--- config.mk ---
export PLATFORM = sky130hd
export DESIGN_NAME = lite_burst_converter
export DESIGN_NICKNAME = d
export VERILOG_FILES = /design/src/rtl/lite_burst_converter_pkg.sv /design/src/rtl/lite_burst_converter_word_serializer.sv /design/src/rtl/lite_burst_converter.sv
export SDC_FILE = /design/constraint.sdc
export NUM_CORES = 1
export LEC_CHECK = 0
export ABC_AREA = 1
export ABC_CLOCK_PERIOD_IN_PS = 2000
export BUFFER_PORTS_ARGS = -buffer_cell sky130_fd_sc_hd__clkbuf_2
export CORE_AREA = 3 3 277 279
export DETAILED_ROUTE_END_ITERATION = 8
export DIE_AREA = 0 0 280 282
export GPL_ROUTABILITY_DRIVEN = 0
export REMOVE_ABC_BUFFERS = 1
export SYNTH_ARGS = -nofsm -noshare
export SYNTH_HDL_FRONTEND = slang
export SYNTH_SLANG_ARGS = --single-unit
--- constraint.sdc ---
create_clock -name clk_i -period 2 [get_ports clk_i]
set_input_delay 0.3 -clock clk_i [delete_from_list [all_inputs] [get_ports clk_i]]
set_output_delay 0.3 -clock clk_i [all_outputs]
set_load 0.1 [all_outputs]
--- src/rtl/lite_burst_converter_pkg.sv ---
// Shared constants and beat-count helper for the lite-to-burst converter.
// The constants describe the default 512-bit-in / 64-bit-out configuration;
// the helper functions take the geometry as arguments so that any
// parameterisation of the top level can reuse them.
package lite_burst_converter_pkg;

    localparam int unsigned IN_DATA_WIDTH  = 32'd512;
    localparam int unsigned OUT_DATA_WIDTH = 32'd64;

    // Output words per full-width input payload.
    localparam int unsigned BW = IN_DATA_WIDTH / OUT_DATA_WIDTH;
    // Bytes carried by one output word.
    localparam int unsigned OB = OUT_DATA_WIDTH / 32'd8;
    // Width of the beat counter; never narrower than one bit.
    localparam int unsigned CNT_W = (BW > 32'd1) ? $clog2(BW) : 32'd1;

    // Counter width for an arbitrary number of words per payload.
    function automatic int unsigned cnt_width(input int unsigned bw);
        int unsigned w;
        if (bw > 32'd1) begin
            w = $clog2(bw);
        end else begin
            w = 32'd1;
        end
        return w;
    endfunction

    // Stored burst length (beats minus one) for a message of 2^size bytes.
    // Messages smaller than one output word still occupy one beat, and
    // messages larger than the payload register are clamped to all words.
    function automatic int unsigned beat_len(input int unsigned size,
                                             input int unsigned ob,
                                             input int unsigned bw);
        int unsigned bytes;
        int unsigned beats;
        bytes = 32'd1 << size;
        beats = bytes / ob;
        if (beats < 32'd1) begin
            beats = 32'd1;
        end else if (beats > bw) begin
            beats = bw;
        end else begin
            beats = beats;
        end
        return beats - 32'd1;
    endfunction

endpackage

--- src/rtl/lite_burst_converter_word_serializer.sv ---
// Dynamic-length parallel-in / serial-out word serializer.
// A full payload and a burst length are loaded in one cycle; the words are
// then presented one at a time, lowest word first, from a dedicated output
// register so the consumer never sees a combinational path from the load
// side. The unit is idle (ready) whenever it holds no burst.
module word_serializer
    import lite_burst_converter_pkg::*;
#(
    parameter int unsigned word_width_p = 32'd64,
    parameter int unsigned num_words_p  = 32'd8,
    parameter int unsigned cnt_width_p  = 32'd3
) (
    input  logic                                       clk,
    input  logic                                       rst_n,
    input  logic [num_words_p-1:0][word_width_p-1:0]   load_data,
    input  logic [cnt_width_p-1:0]                     load_len,
    input  logic                                       load_v,
    output logic                                       ready,
    output logic [word_width_p-1:0]                    word,
    output logic                                       word_v,
    input  logic                                       yumi
);

    logic [num_words_p-1:0][word_width_p-1:0] data_r;
    logic [cnt_width_p-1:0]                   len_r;
    logic [cnt_width_p-1:0]                   cnt_r;
    logic [word_width_p-1:0]                  word_r;
    logic                                     v_r;

    logic [cnt_width_p-1:0]                   cnt_next_s;
    logic                                     last_s;
    logic                                     load_s;
    logic                                     advance_s;

    // Decode load / advance conditions and the next word index.
    always_comb begin
        cnt_next_s = cnt_r + cnt_width_p'(1);
        last_s     = (cnt_r == len_r);
        load_s     = load_v && !v_r;
        advance_s  = v_r && yumi;
    end

    // Burst state: capture on load, step the counter on each consumed word,
    // and return to idle with a cleared counter after the last word.
    always_ff @(posedge clk or negedge rst_n) begin
        if (!rst_n) begin
            data_r <= '0;
            len_r  <= '0;
            cnt_r  <= '0;
            word_r <= '0;
            v_r    <= 1'b0;
        end else if (load_s) begin
            data_r <= load_data;
            len_r  <= load_len;
            cnt_r  <= '0;
            word_r <= load_data[0];
            v_r    <= 1'b1;
        end else if (advance_s) begin
            if (last_s) begin
                cnt_r  <= '0;
                word_r <= '0;
                v_r    <= 1'b0;
            end else begin
                cnt_r  <= cnt_next_s;
                word_r <= data_r[cnt_next_s];
                v_r    <= 1'b1;
            end
        end else begin
            data_r <= data_r;
            len_r  <= len_r;
            cnt_r  <= cnt_r;
            word_r <= word_r;
            v_r    <= v_r;
        end
    end

    assign ready  = !v_r;
    assign word   = word_r;
    assign word_v = v_r;

endmodule

--- src/rtl/lite_burst_converter.sv ---
// Lite-to-burst message converter.
// Accepts a whole message (header + full-width payload) in one handshake and
// re-issues it as a single header beat plus a burst of narrow data words.
// The header sits in a one-entry buffer; the payload sits in a serializer.
// A new message is accepted only once both of them have fully drained, so
// the input ready depends on registered state alone.
module lite_burst_converter
    import lite_burst_converter_pkg::*;
#(
    parameter int unsigned in_data_width_p  = 32'd512,
    parameter int unsigned out_data_width_p = 32'd64,
    parameter int unsigned header_width_p   = 32'd64,
    parameter int unsigned msg_type_width_p = 32'd4,
    parameter int unsigned size_width_p     = 32'd3,
    parameter logic [(1<<msg_type_width_p)-1:0] payload_mask_p = '0
) (
    input  logic                         clk_i,
    input  logic                         reset_n_i,
    input  logic [header_width_p-1:0]    in_header_i,
    input  logic [msg_type_width_p-1:0]  in_msg_type_i,
    input  logic [size_width_p-1:0]      in_size_i,
    input  logic [in_data_width_p-1:0]   in_data_i,
    input  logic                         in_v_i,
    output logic                         in_ready_and_o,
    output logic [header_width_p-1:0]    out_header_o,
    output logic                         out_header_v_o,
    input  logic                         out_header_ready_and_i,
    output logic [out_data_width_p-1:0]  out_data_o,
    output logic                         out_data_v_o,
    input  logic                         out_data_ready_and_i
);

    localparam int unsigned bw_lp    = in_data_width_p / out_data_width_p;
    localparam int unsigned ob_lp    = out_data_width_p / 32'd8;
    localparam int unsigned cnt_w_lp = cnt_width(bw_lp);

    // One-entry header buffer.
    logic [header_width_p-1:0] hdr_r;
    logic                      hdr_full_r;

    logic                      ser_ready_s;
    logic                      ser_v_s;
    logic [out_data_width_p-1:0] ser_word_s;

    logic                      ready_s;
    logic                      accept_s;
    logic                      has_data_s;
    logic                      load_v_s;
    logic                      hdr_deq_s;
    logic                      data_yumi_s;
    logic [cnt_w_lp-1:0]       len_s;

    // Accept decode, payload presence and burst length for the incoming message.
    always_comb begin
        has_data_s  = payload_mask_p[in_msg_type_i];
        ready_s     = !hdr_full_r && ser_ready_s;
        accept_s    = in_v_i && ready_s;
        load_v_s    = accept_s && has_data_s;
        len_s       = cnt_w_lp'(beat_len(32'(in_size_i), ob_lp, bw_lp));
        hdr_deq_s   = hdr_full_r && out_header_ready_and_i;
        data_yumi_s = ser_v_s && out_data_ready_and_i;
    end

    // Header buffer: fill on accept, drain on header handshake. Accept is
    // gated by the empty flag, so fill and drain never coincide.
    always_ff @(posedge clk_i or negedge reset_n_i) begin
        if (!reset_n_i) begin
            hdr_r      <= '0;
            hdr_full_r <= 1'b0;
        end else if (accept_s) begin
            hdr_r      <= in_header_i;
            hdr_full_r <= 1'b1;
        end else if (hdr_deq_s) begin
            hdr_r      <= hdr_r;
            hdr_full_r <= 1'b0;
        end else begin
            hdr_r      <= hdr_r;
            hdr_full_r <= hdr_full_r;
        end
    end

    word_serializer #(
        .word_width_p (out_data_width_p),
        .num_words_p  (bw_lp),
        .cnt_width_p  (cnt_w_lp)
    ) u_word_serializer (
        .clk       (clk_i),
        .rst_n     (reset_n_i),
        .load_data (in_data_i),
        .load_len  (len_s),
        .load_v    (load_v_s),
        .ready     (ser_ready_s),
        .word      (ser_word_s),
        .word_v    (ser_v_s),
        .yumi      (data_yumi_s)
    );

    assign in_ready_and_o = ready_s;
    assign out_header_o   = hdr_r;
    assign out_header_v_o = hdr_full_r;
    assign out_data_o     = ser_word_s;
    assign out_data_v_o   = ser_v_s;

endmodule

# ---- Word level (Yosys, flattened, before mapping)
# Memories as Yosys holds them, arrays and structs flattened.
# Cells that the tools add are included.
dict set report word_totals {
  register_bits 648
  romBits 16
  in_bits 588
  n_memories 1
}
dict set report classes {
  n_addsub 2
  order_cmp 4
  n_eq_ne 1
  shifts 1
  n_mux 16
  n_reduce_logical 11
}
# name words word_bits rd rd_ports_with_merged_regs write_ports line_no
set mem_list {}
lappend mem_list {{(name not given)} 16 1 1 0 0 lite_burst_converter.sv:55} ;# has_data_s = payload_mask_p[in_msg_type_i];
# cell n
set ops {}
lappend ops {{two-way mux 64 bit} 4}
lappend ops {{binary-select mux 64 bit (select 3 bit)} 1}
lappend ops {{left shift 1 x 3 -> 32 bit, first input constant} 1}
lappend ops {{> comparator 29 x 4 -> 1 bit, second input constant} 1}
lappend ops {{< comparator 29 x 1 -> 1 bit, second input constant} 1}
lappend ops {{two-way mux 3 bit} 5}
lappend ops {{logical AND 1 bit} 7}
lappend ops {{two-way mux 1 bit} 6}
lappend ops {{< comparator 4 x 5 -> 1 bit, second input constant} 1}
lappend ops {{< comparator 3 x 4 -> 1 bit, second input constant} 1}
lappend ops {{nonzero test 2 bit} 2}
lappend ops {{adder 3 x 1 -> 3 bit, second input constant} 1}
lappend ops {{equality test 3 bit} 1}
lappend ops {{subtractor 3 x 1 -> 3 bit, second input constant} 1}
lappend ops {{zero test 1 bit} 2}

# ---- Longest topological paths before layout
dict set report depth {
  word_depth 6
  depth_mapped 6
  mapped_depth_nobuf 5
}

# ---- By module
# A second synthesis with hierarchy kept.
dict set report hier_totals {
  cells_unflattened 3651
  area_unflattened_um2 29654.7
}
# module instances cells_each area_each_um2 seq_area_each_um2
set by_module_without_submodules {}
lappend by_module_without_submodules {word_serializer 1 3347 26885.8 14589.0}
lappend by_module_without_submodules {lite_burst_converter 1 304 2768.9 1626.6}

# ---- Least setup slack after synthesis
# OpenSTA, ideal clock, no wires.
dict set report synth_path {
  kind {reg-to-output}
  from {register u_word_serializer.v_r, in the netlist u_word_serializer.word_v}
  to {output port in_ready_and_o}
  t_arrival_ns 1.537
  required_ns 1.700
  setup_slack_ns 0.163
  path_stages_with_launch 3
  path_buffers 1
  path_cell_list {dfrtp_1 -> nor2_4 -> buf_2}
}
dict set report synth_via {
  elab_chain_len 2
}
# element line_no
set synth_rtl {}
lappend synth_rtl {{from (decl)} lite_burst_converter_word_serializer.sv:28} ;# logic v_r;
lappend synth_rtl {{from (signal assigned)} lite_burst_converter_word_serializer.sv:73} ;# v_r <= v_r;
lappend synth_rtl {{zero test 1 bit} lite_burst_converter_word_serializer.sv:77} ;# assign ready = !v_r;
lappend synth_rtl {{logical AND 1 bit} lite_burst_converter.sv:56} ;# ready_s = !hdr_full_r && ser_ready_s;
lappend synth_rtl {{to (decl)} lite_burst_converter.sv:24} ;# output logic in_ready_and_o,
# Every way passes these cells.

# ---- Final worst setup path
# Ends and elaborated chain as after synthesis.

==> reports/metrics.cfg <==
[timing]
relSlewSlack=0.5725
finalHoldViolCount=0
post-route-period-util=0.8767
fmax_ghz=0.5703
period_needed_ps=1753
setup-tns-final_ps=0
worst_pin_slew_ps=644.1
fin_ws_ps=246.7
timing.hold.ws_ps=114.5
rsz0062_at_grt=no
finalSetupViolCount=0
drv_slew=0
fin_skew_ps=7.124

[synth]
yosysTopAreaCellShare=0.5251
yosysSeqAreaShare=0.5251
synthCells=372
netlist_top_cells_area=dfrtp_1 (53%), nand2_1 (16%), buf_4 (15%), nand3_1 (10%), buf_6 (2.4%)
ys_ff_latch=69
synth_area_um2=3288
synthDistinctLibCells=14
yosys.area.top_type=dfrtp_1
synth.avg_cell_area_um2=8.839
yosysWarnings=0

[detailed_routing]
drt_drc_violations_left=0
antenna_left=0
wl_per_cell_um=6.993
initialDrtViolationCount=85
routed_via_density=1.821
vias=2699
dr.pass1.iters=4
routed_wl_mm=10.36

[power_and_ir_drop]
power_switching_w=0.003945
leakage_nw=2.466
vdd_ir_drop_max_uv=817.5
p_comb_frac=0.495
sequentialPowerShare=0.262
p_clk_frac=0.243
powerDensity_nw_per_um2=1337
switching_share=0.5648
internal_power_w=0.003040

[hold_path]
hold_class=in -> reg
holdPathStages=2

[place]
dp_hpwl_mm=8.097
portBuffers=135
dp_slack_ps=596.8

[clock_network]
cts.sinks=69
cts_resized=0
htree_levels=3
clockBufferDepth=2
cts_buffers=9
worstSkewPairLatency_ps=360
root_buffer=clkbuf_16
cts_tree=yes
path_clk_slew_ps=70

[global_route]
track_usage=0.02624
antenna_found_initial=2
grt_pass1_wl_mm=15.12
grt_max_degree=44
grt_pass1_vias=2666
grt-ovfl-total=0

[floorplanning]
dieArea_um2=78960
ios=719
chipWidth_um=280
dieHeight_um=282
start_util=0.04417
core_um2=74450
row_count=100

[critical_path]
worstPathRequired_ps=1700
crit_buf_inv=2
cp_slowest_cell=dfrtp_1
ff2ff_path_depth=5
crit_path_end_kind=output pin
crit_path_cell_trace=nor2_4 -> buf_4 -> buf_12
r2r_setup_slack_ps=660
slowest_delay_ps=450
cp.depth=3
path_delay_family=flip-flops
startpoint_type=register
arrival_ps=1450
cp_max_fo=9
crit_type=reg -> out

[outcome]
status=finished, final reports clean

[job]
drv_cap=0

[finish]
drive_gt1_frac=0.3184
syn_to_final_growth_pct=58.83
nets=1097

routing by layer:
layer | global-route usage | routed length [um]
met1 | 0.02829 | 4061
met2 | 0.04058 | 4921
met3 | 0.01590 | 1174
met4 | 0.01300 | 206
met5 | 0 | 0
worst paths after layout:
kind | from | endpoint
worst max register to register | u_word_serializer.word_v | out_header_o[32]
min in group asynchronous | reset_n_i | out_header_o[63]
max in group asynchronous | reset_n_i | out_header_o[29]
worst min register to register | out_header_o[18] | out_header_o[18]
worst max-delay path | u_word_serializer.word_v | in_ready_and_o
worst min-delay path | out_header_ready_and_i | out_header_v_o
area by class of cell:
type	instances	area, um^2
Multi-Input combinational cell	275	1149
Clock inverter	7	81.33
Inverter	6	22.52
Fill cell	8722	69220
Antenna cell	1	2.502
Tap cell	969	1212
Clock buffer	9	225.2
Timing Repair Buffer	146	803.3
Sequential cell	69	1727
state kept, by name, summed over array words and instances (netlist names):
register                  flops
u_word_serializer.word_v      1
u_word_serializer.cnt_r       3
out_header_o                 64
out_header_v_o                1
logic make-up (layout without fill, tap and decap cells):
family | count (synthesis) | in the layout | share of synthesized area
other | 1 | 65 | 0.001140
adders and majority gates | 2 | 2 | 0.007609
buffers and inverters | 91 | 168 | 0.1983
and+or+nand+nor | 207 | 207 | 0.2645
AOI/OAI and AO/OA | 2 | 2 | 0.003424
DFF | 69 | 69 | 0.5251
cells in the final DEF (no fill, tap or decap), types with 3 or more instances in the layout:
cell type,netlist,final
clkbuf_2,0,133
buf_4,66,9
dfrtp_1,69,69
inv_1,6,6
nand2_1,137,136
conb_1,1,64
clkinvlp_4,0,3
clkbuf_16,0,9
nand3_1,68,68
buf_12,0,3
power groups by stage:
stage	combinational [W]	clock, W	sequential (W)
floorplan	0.000844	0	0.00383
global placement	0.00348	0	0.00184
detailed placement	0.00349	0	0.00184
CTS	0.00348	0.00178	0.00183
global route	0.00360	0.00183	0.00187
finish	0.00346	0.00170	0.00183
cells in the mapped netlist:
| cell | n |
|---|---|
| a31oi_1 | 1 |
| buf_2 | 8 |
| buf_4 | 66 |
| buf_6 | 7 |
| clkbuf_1 | 4 |
| conb_1 | 1 |
| dfrtp_1 | 69 |
| ha_1 | 2 |
| inv_1 | 6 |
| nand2_1 | 137 |
| nand3_1 | 68 |
| nor2_1 | 1 |
| nor2_4 | 1 |
| o21ai_0 | 1 |
through the flow:
| stage | instances | utilization | instance area (um^2) | power [W] |
|---|---|---|---|---|
| 6_report | 1482 | 0.07015 | 5223 | 0.006984 |
| 5_1_grt | 1481 | 0.07012 | 5220 | 0.007288 |
| 4_1_cts | 1481 | 0.07012 | 5220 | 0.007095 |
| 3_5_place_dp | 1464 | 0.06587 | 4903 | 0.005330 |
| 3_3_place_gp | 1464 | 0.06587 | 4903 | 0.005319 |
| 2_1_floorplan | 350 | - | 2895 | 0.004676 |
what timing repair did:
| item | in CTS | in global routing |
|---|---|---|
| setup buffers | 0 | 0 |
| hold endpoints to repair | 29 | 0 |
| hold buffers | 1 | 0 |
Power figures use the tool's default switching activity.
